## src/rtl/acia_seq.sv

```systemverilog
// Polling sequencer for a 6850-style ACIA: master reset + config, then status polling,
// receive buffering and round-robin transmit from two requesters. `ACIA_SEQ_ERRCNT_EN enables err_cnt.
module acia_seq #(
    parameter logic [7:0] CTRL_WORD = 8'h00
) (
    input  logic       clk,
    input  logic       rst_n,
    output logic       acia_cs,
    output logic       acia_we,
    output logic       acia_rs,
    output logic [7:0] acia_din,
    input  logic [7:0] acia_dout,
    input  logic       tx0_valid,
    input  logic [7:0] tx0_data,
    output logic       tx0_ready,
    input  logic       tx1_valid,
    input  logic [7:0] tx1_data,
    output logic       tx1_ready,
    output logic       rx_valid,
    output logic [7:0] rx_data,
    input  logic       rx_ready,
    output logic [7:0] err_cnt,
    output logic [2:0] state_dbg
);

    typedef enum logic [2:0] {
        INIT_RST = 3'd0,
        INIT_CFG = 3'd1,
        POLL     = 3'd2,
        STAT     = 3'd3,
        RX_RD    = 3'd4,
        RX_CAP   = 3'd5,
        TX_WR    = 3'd6
    } state_t;

    state_t state, state_nxt;
    logic   armed;   // low for the first cycle after reset so no strobe leaves while rst_n is low
    logic   rr_ptr;  // 0: tx0 wins the next conflict, 1: tx1 wins
    logic   gnt0, gnt1;

    assign state_dbg = state;
    assign tx0_ready = gnt0;
    assign tx1_ready = gnt1;

    // Handshakes: a byte moves when valid & ready are both high at a rising clk edge; tx*_data
    // must hold while tx*_valid is high, and rx_valid/rx_data hold until that edge.
    always_comb begin
        gnt0 = 1'b0;
        gnt1 = 1'b0;
        if (armed && state == TX_WR) begin
            if (tx0_valid && tx1_valid) begin
                gnt0 = ~rr_ptr;
                gnt1 = rr_ptr;
            end else begin
                gnt0 = tx0_valid;
                gnt1 = tx1_valid;
            end
        end
    end

    always_comb begin
        state_nxt = state;
        acia_cs   = 1'b0;
        acia_we   = 1'b0;
        acia_rs   = 1'b0;
        acia_din  = 8'h00;
        if (armed) begin
            case (state)
                INIT_RST: begin
                    acia_cs   = 1'b1;
                    acia_we   = 1'b1;
                    acia_din  = 8'h03;
                    state_nxt = INIT_CFG;
                end
                INIT_CFG: begin
                    acia_cs   = 1'b1;
                    acia_we   = 1'b1;
                    acia_din  = CTRL_WORD;
                    state_nxt = POLL;
                end
                POLL: begin
                    acia_cs   = 1'b1;
                    state_nxt = STAT;
                end
                STAT: begin
                    if (acia_dout[0] && !rx_valid)
                        state_nxt = RX_RD;
                    else if (acia_dout[1] && (tx0_valid || tx1_valid))
                        state_nxt = TX_WR;
                    else
                        state_nxt = POLL;
                end
                RX_RD: begin
                    acia_cs   = 1'b1;
                    acia_rs   = 1'b1;
                    state_nxt = RX_CAP;
                end
                RX_CAP: state_nxt = POLL;
                TX_WR: begin
                    // A requester that withdrew after STAT leaves this cycle without a strobe.
                    acia_cs   = gnt0 | gnt1;
                    acia_we   = gnt0 | gnt1;
                    acia_rs   = gnt0 | gnt1;
                    acia_din  = gnt1 ? tx1_data : (gnt0 ? tx0_data : 8'h00);
                    state_nxt = POLL;
                end
                default: state_nxt = INIT_RST;
            endcase
        end
    end

    always_ff @(posedge clk or negedge rst_n) begin
        if (!rst_n) begin
            state    <= INIT_RST;
            armed    <= 1'b0;
            rr_ptr   <= 1'b0;
            rx_valid <= 1'b0;
            rx_data  <= 8'h00;
        end else begin
            armed <= 1'b1;
            state <= state_nxt;
            if (gnt0 || gnt1)
                rr_ptr <= gnt0;
            if (state == RX_CAP) begin
                rx_valid <= 1'b1;
                rx_data  <= acia_dout;
            end else if (rx_valid && rx_ready) begin
                rx_valid <= 1'b0;
            end
        end
    end

`ifdef ACIA_SEQ_ERRCNT_EN
    logic       err_prev;
    logic [7:0] err_q;

    // Counts rising edges of the status error bit as seen across successive status samples.
    always_ff @(posedge clk or negedge rst_n) begin
        if (!rst_n) begin
            err_prev <= 1'b0;
            err_q    <= 8'h00;
        end else if (armed && state == STAT) begin
            err_prev <= acia_dout[4];
            if (acia_dout[4] && !err_prev && err_q != 8'hFF)
                err_q <= err_q + 8'd1;
        end
    end

    assign err_cnt = err_q;
`else
    assign err_cnt = 8'h00;
`endif

endmodule

```

## config.mk

```make
export PLATFORM = sky130hd
export DESIGN_NAME = acia_seq
export DESIGN_NICKNAME = d
export VERILOG_FILES = /design/src/rtl/acia_seq.sv
export SDC_FILE = /design/constraint.sdc
export NUM_CORES = 1
export LEC_CHECK = 0
export ABC_CLOCK_PERIOD_IN_PS = 1800
export CAP_MARGIN = 40
export CELL_PAD_IN_SITES_DETAIL_PLACEMENT = 2
export CELL_PAD_IN_SITES_GLOBAL_PLACEMENT = 2
export CORE_UTILIZATION = 18
export CTS_CLUSTER_SIZE = 20
export DETAILED_ROUTE_END_ITERATION = 12
export GPL_TIMING_DRIVEN = 0
export HOLD_SLACK_MARGIN = 0.1
export PLACE_DENSITY_LB_ADDON = 0.08
export REMOVE_ABC_BUFFERS = 1
export SLEW_MARGIN = 5
export SYNTH_ARGS = -nofsm -noshare
export SYNTH_HDL_FRONTEND = slang
export SYNTH_SLANG_ARGS = --single-unit
export TNS_END_PERCENT = 5
```

## constraint.sdc

```tcl
create_clock -name clk -period 1.8 [get_ports clk]
set_input_delay 0.45 -clock clk [delete_from_list [all_inputs] [get_ports clk]]
set_output_delay 0.45 -clock clk [all_outputs]
set_load 0.01 [all_outputs]
```

==> qor.csv, run 1 <==
stage,metric,value,unit
clock_network,Skew-Pair Late Insertion Delay,0.24,ns
synthesis,Synth Warn #,0,
clock_network,Clock Sinks,14,
global_route,initial antenna violation count,0,
global_route,pin count of the biggest net entering global routing,15,
floorplan,Die Width,71.2,um
final_layout,Layout area overhead,79.1,%
synthesis,"area leader, netlist",dfrtp_1,
setup_path,Crit path required time,1.35,ns
synthesis,Commonest cells post-synth,"dfrtp_1, buf_4, mux2_2",
power,Sw Share,32.6,%
timing,RSZ-0062 raised after global routing,true,
floorplan,Core Region,0.00447,mm^2
run_status,violated checks,"design-rule violations, negative setup slack",
synthesis,Synth top area share,40.6,%
global_route,vias in the first global route,948,
timing,Clock Skew,0.00102,ns
power,leakage,0.691,nW
floorplan,row count,24,
final_layout,Final Instance Area,0.00154,mm^2
clock_network,clock-pin slew on the worst setup and hold paths,0.05,ns
clock_network,Clock Root Buffer,clkbuf_8,
synthesis,Synth Flop Type,dfrtp_1,
synthesis,gate count of the mapped netlist,84,
final_layout,post-layout util,34.5,%
floorplan,die span in y,71.2,um
synthesis,most frequent cell after synthesis,dfrtp_1,
timing,min Tclk post-route,2.01,ns
routing,post-route ant nets,0,
power,Gate power share,55.2,%
synthesis,post-synth cell types,31,
power,Int Pwr,1.17,mW
routing,DRT iter0 DRCs,10,
synthesis,"FF+latch count, synth",14,
global_route,global route total overflow,0,
place,GPL Wtd Cong,0.704,
setup_path,Crit-path slowest cell,dlygate4sd2_1,
routing,final WL,2890,um
power,Psw,565,uW
routing,First-pass DRT Iterations,7,
setup_path,CP Max Fanout,6,
synthesis,Mapped Area,862,um^2
clock_network,H-tree levels,1,
hold_path,worst min-delay path class,reg -> reg,
synthesis,average size of a mapped cell,10.3,um^2
setup_path,CP Launch Type,primary input,
setup_path,R2R setup slack,0.19,ns
synthesis,Post-synth EDFFs,0,
timing,Fin. Hold Viols,0,
run_status,outcome,"finished, violations left",
clock_network,Inserted Clock Buffers,3,
final_layout,Layout Nets,181,
global_route,first-pass GRT wire length,4800,um
timing,Slew HR,58.1,%
final_layout,ant diodes,0,
setup_path,CP Cell Sequence,dlygate4sd2_1 -> nand2b_1 -> and3_4 -> buf_6 -> a22o_1 -> buf_2,
synthesis,sequential area share after synthesis,40.6,%
setup_path,crit path DAT,1.56,ns
synthesis,synth top area cells,"dfrtp_1, mux2_2, buf_4, buf_6, a22o_1",
place,placed instance area,0.00137,mm^2
final_layout,layout cells sized above 1,33.3,%
timing,Slew Limit Fails,0,
synthesis,async set-reset flop share out of synthesis,100,%
setup_path,Crit. End Element,output pin,
power,share of power burned in registers,30.5,%
floorplan,area of the die,0.00507,mm^2
routing,DR WL/cell,14.3,um
floorplan,# IOs,62,
place,port bufs,53,
final_layout,fillers,494,
timing,Final setup viols,11,
power,VDD IR max,0.337,mV
clock_network,CTS max path bufs,2,
timing,worst slew pin tran,0.627,ns
timing,Final period util,112,%
job,Max-Cap Viols,0,
routing,via/cell ratio,4.41,
global_route,Total Routing Usage GR,12.0,%
setup_path,Slowest Stage Delay on Critical Path,0.31,ns
clock_network,CTS tree,built,
floorplan,initial core utilization,19.3,%
power,Clock Power Share,14.4,%
timing,Final Worst Setup Slack,-0.211,ns
routing,DR vias,890,
power,PD cells,1120,mW/mm^2
routing,DRC violations left,6,
timing,Max Clk Rate,0.497,GHz
setup_path,Crit Path Category,in -> out,
power groups by stage:
stage / sequential, mW / clock, mW / combinational [mW]
after floorplan: 0.631 / 0 / 0.276
after global placement: 0.595 / 0 / 0.760
after detailed placement: 0.603 / 0 / 0.772
after CTS: 0.530 / 0.260 / 0.954
after global routing: 0.550 / 0.276 / 1.04
final: 0.528 / 0.249 / 0.956
state kept, by name, summed over array words and instances, names as in the netlist:
register / cells
armed: 1
rr_ptr: 1
rx_valid: 1
rx_data: 8
state_dbg: 3
metrics by stage:
| step | TNS [ns] | hold WS [ns] | power, mW | setup WS, ns | cells |
|---|---|---|---|---|---|
| 2_1_floorplan | -0.609 | 0.154 | 0.907 | -0.104 | 76 |
| 3_3_place_gp | -9.39 | 0.488 | 1.36 | -0.848 | 181 |
| 3_5_place_dp | -9.69 | 0.494 | 1.38 | -0.874 | 181 |
| 4_1_cts | -1.90 | 0.507 | 1.74 | -0.261 | 200 |
| 5_1_grt | -2.52 | 0.525 | 1.87 | -0.291 | 202 |
| 6_report | -1.61 | 0.504 | 1.73 | -0.211 | 202 |
area by class of cell:
class / instances / area [um^2] / area share [%]
Sequential cell: 14 / 355 / 23.0
Timing Repair Buffer: 71 / 644 / 41.7
Clock buffer: 3 / 41.3 / 2.67
Multi-Input combinational cell: 59 / 427 / 27.6
Tap cell: 52 / 65.1 / 4.21
Inverter: 3 / 11.3 / 0.729
worst paths after layout:
check | start | endpoint | depth (start not counted)
worst max-delay path | tx0_valid | acia_din[6] | 6
worst min-delay path | rx_data[2]$_DFFE_PN0P_ | rx_data[2]$_DFFE_PN0P_ | 1
max in group asynchronous | rst_n | state_dbg[0]$_DFFE_PN0P_ | 1
min in group asynchronous | rst_n | rx_data[2]$_DFFE_PN0P_ | 1
worst min register to register | rx_data[2]$_DFFE_PN0P_ | rx_data[2]$_DFFE_PN0P_ | 1
worst max register to register | state_dbg[1]$_DFFE_PN0P_ | rx_data[6]$_DFFE_PN0P_ | 4
cell families after synthesis:
logic type,share of synthesized area (%)
other,0.871
AOI/OAI and AO/OA,18.6
DFF,40.6
buffers and inverters,14.9
muxes,11.6
and+or+nand+nor,13.4
worst max-delay path, delay by kind of cell:
| family | cells | cell delay (ns) |
|---|---|---|
| and+or+nand+nor | 2 | 0.36 |
| buffers and inverters | 3 | 0.56 |
| AOI/OAI and AO/OA | 1 | 0.19 |
layer usage:
| layer | track usage (%) | share of wire [%] | up-vias |
|---|---|---|---|
| li1 | - | - | 416 |
| met1 | 13.9 | 41 | 437 |
| met2 | 21.9 | 51 | 37 |
| met3 | 3.85 | 8.2 | 0 |
| met4 | 2.00 | 0 | 0 |
| met5 | 0 | 0 | - |
cell usage in the layout, fill, tap and decap left out:
master	count
buf_2	10
a22o_1	5
nand4_1	2
nand2_1	4
nand3b_1	3
o21a_1	2
o21ai_0	3
buf_4	11
dlymetal6s2s_1	1
and3_4	2
a31oi_1	1
a41oi_1	2
clkbuf_8	3
a21o_1	1
a21oi_1	4
and4b_2	1
dfrtp_1	10
o22a_1	1
a221oi_2	1
a32o_1	1
dlygate4sd2_1	2
buf_6	9
nor3_2	1
dfrtp_2	4
nor2b_1	1
conb_1	9
nand4b_1	1
mux2_2	8
nand2b_1	1
nor2_1	3
mux2i_1	1
clkdlybuf4s50_1	36
o21bai_1	1
clkdlybuf4s15_1	2
inv_1	3
timing repair:
| item | 4_1_cts | 5_1_grt |
|---|---|---|
| pin swaps | 9 | 2 |
| buffers inserted | 16 | 2 |
| setup endpoints to repair | 16 | 13 |
| hold buffers | 0 | 0 |
| resized for setup | 64 | 9 |
No activity file was read; power rests on OpenSTA's default activity.
==> run 2: changes to the inputs <==
--- a/config.mk
+++ b/config.mk
@@ -7,9 +7,9 @@
 export LEC_CHECK = 0
 export ABC_CLOCK_PERIOD_IN_PS = 1800
 export CAP_MARGIN = 40
-export CELL_PAD_IN_SITES_DETAIL_PLACEMENT = 2
-export CELL_PAD_IN_SITES_GLOBAL_PLACEMENT = 2
-export CORE_UTILIZATION = 18
+export CELL_PAD_IN_SITES_DETAIL_PLACEMENT = 0
+export CELL_PAD_IN_SITES_GLOBAL_PLACEMENT = 1
+export CORE_UTILIZATION = 24
 export CTS_CLUSTER_SIZE = 20
 export DETAILED_ROUTE_END_ITERATION = 12
 export GPL_TIMING_DRIVEN = 0
==> run 2 against run 1 <==
Against the previous run: the run ends with negative setup slack left; design area shrank 7.0%; global-route usage shrank 0.17 points; final cell count shrank 7.4%; register-to-register slack gained 0.11 ns; first-iteration DRC count grew to 2.5 times the previous value; critical endpoint unchanged; largest cell class unchanged; highest routed layer is now met4.
==> qor.csv, run 2 (synthesis gave the netlist of run 1 again) <==
stage,metric,value,unit
timing,Slew HR,55.6,%
clock_network,H-tree levels,1,
global_route,met1 Resource Use GR,16.0,%
setup_path,Crit path required time,1.35,ns
clock_network,CTS tree,built,
setup_path,CP Launch Type,flip-flop,
global_route,GRT met3 Usage,1.86,%
clock_network,Clock Root Buffer,clkbuf_4,
run_status,violated checks,negative setup slack,
place,port bufs,53,
routing,post-route ant nets,0,
setup_path,Slowest Stage Delay on Critical Path,0.41,ns
place,GPL Wtd Cong,0.697,
final_layout,Largest Register,rx_data,
hold_path,worst min-delay path class,reg -> reg,
final_layout,Layout Nets,172,
clock_network,CTS max path bufs,2,
clock_network,clock-pin slew on the worst setup and hold paths,0.09,ns
timing,min Tclk post-route,2.07,ns
final_layout,ant diodes,0,
setup_path,Crit. End Element,output pin,
setup_path,Bufs and invs on worst path,2,
power,PD cells,1090,mW/mm^2
clock_network,Skew-Pair Late Insertion Delay,0.28,ns
floorplan,row count,21,
global_route,pin count of the biggest net entering global routing,15,
timing,Final Worst Setup Slack,-0.267,ns
floorplan,initial core utilization,25.4,%
clock_network,Clock Sinks,14,
global_route,met2 GRT Util,19.0,%
setup_path,top cell family by delay on the critical path,simple AND/OR/NAND/NOR gates,
global_route,vias in the first global route,748,
floorplan,Core Region,0.00339,mm^2
setup_path,crit path DAT,1.62,ns
routing,DRC violations left,0,
final_layout,most frequent cells in the layout,"clkdlybuf4s50_1, buf_2, dfrtp_1, conb_1, mux2_2",
timing,worst slew pin tran,0.664,ns
final_layout,layout cells sized above 1,30.5,%
timing,Clock Skew,0.00323,ns
timing,Final period util,115,%
global_route,initial antenna violation count,0,
floorplan,Die Width,61.9,um
global_route,global route total overflow,0,
timing,Max Clk Rate,0.484,GHz
final_layout,"leading cell type in the layout, fill and taps excluded",clkdlybuf4s50_1,
routing,DR WL/cell,12.0,um
job,Max-Cap Viols,0,
global_route,first-pass GRT wire length,3330,um
floorplan,# IOs,62,
timing,Slew Limit Fails,0,
global_route,Total Routing Usage GR,11.9,%
timing,Fin. Hold Viols,0,
routing,DRT iter0 DRCs,25,
clock_network,hold_buf cts,0,
timing,RSZ-0062 raised after global routing,true,
final_layout,post-layout util,42.3,%
setup_path,Crit Path Category,reg -> out,
power,leakage,0.634,nW
timing,Final setup viols,12,
setup_path,Crit-path slowest cell,dfrtp_2,
routing,DR vias,832,
floorplan,area of the die,0.00384,mm^2
floorplan,die span in y,61.9,um
routing,First-pass DRT Iterations,2,
setup_path,CP Max Fanout,4,
clock_network,Inserted Clock Buffers,3,
final_layout,max reg flops,8,
final_layout,Layout area overhead,66.5,%
global_route,busiest grt layer,met2,
timing,worst hold slack,0.509,ns
place,detailed placement HPWL,1580,um
routing,final WL,2250,um
power,VDD IR max,0.520,mV
setup_path,CP Cell Sequence,and4b_2 -> and3_4 -> buf_12 -> a22o_1 -> buf_2,
routing,via/cell ratio,4.45,
run_status,outcome,"finished, violations left",
[run 2: changes by cell type in the layout (fill, tap and decap cells not counted), moves of 2 or more]
cell	previous run	this run
dlygate4sd2_1	2	4
clkbuf_4	0	3
buf_6	9	4
clkbuf_8	3	0
buf_4	11	5
[run 2: per-stage QoR]
step                cells  TNS, ns  setup WS, ns  total power, mW  area [um^2]
finish                187    -2.17        -0.267             1.56         1440
global route          187    -3.01        -0.332             1.68         1440
CTS                   187    -2.44        -0.289             1.57         1430
detailed placement    175    -9.12        -0.833             1.36         1360
global placement      175    -9.27        -0.838             1.34         1360
floorplan              76   -0.609        -0.104            0.907          771
[run 2: cell type report]
class | instances | area [um^2]
fill | 355 | 1950
timing repair buffer | 62 | 558
multi-input combinational | 59 | 430
inverter | 3 | 11.3
clock buffer | 3 | 22.5
sequential | 14 | 355
tap | 46 | 57.6
[run 2: what timing repair did]
action	4_1_cts	5_1_grt
endpoints found under the setup margin	16	13
gates resized for setup	65	6
pin swaps	12	1
buffers inserted	9	0
[run 2: final timing paths]
kind	start	depth (start not counted)	slack, ns	endpoint
max	state_dbg[1]$_DFFE_PN0P_	5	-0.27	acia_din[6]
min	rx_data[4]$_DFFE_PN0P_	1	0.51	rx_data[4]$_DFFE_PN0P_
max reg2reg	state_dbg[1]$_DFFE_PN0P_	3	0.30	rx_data[5]$_DFFE_PN0P_
min reg2reg	rx_data[4]$_DFFE_PN0P_	1	0.51	rx_data[4]$_DFFE_PN0P_
max in group asynchronous	rst_n	1	0.76	state_dbg[2]$_DFFE_PN0P_
min in group asynchronous	rst_n	1	0.57	rx_valid$_DFFE_PN0P_
[run 2: layer usage]
layer / vias up / share of wire, %
li1: 399 / -
met2: 34 / 48
met5: - / 0
met3: 2 / 5.7
met4: 0 / 0.36
met1: 397 / 46
[run 2: power by group]
group | total (mW) | internal, mW | switching [mW]
combinational | 0.856 | 0.492 | 0.364
clock | 0.180 | 0.0775 | 0.103
sequential | 0.523 | 0.454 | 0.0690
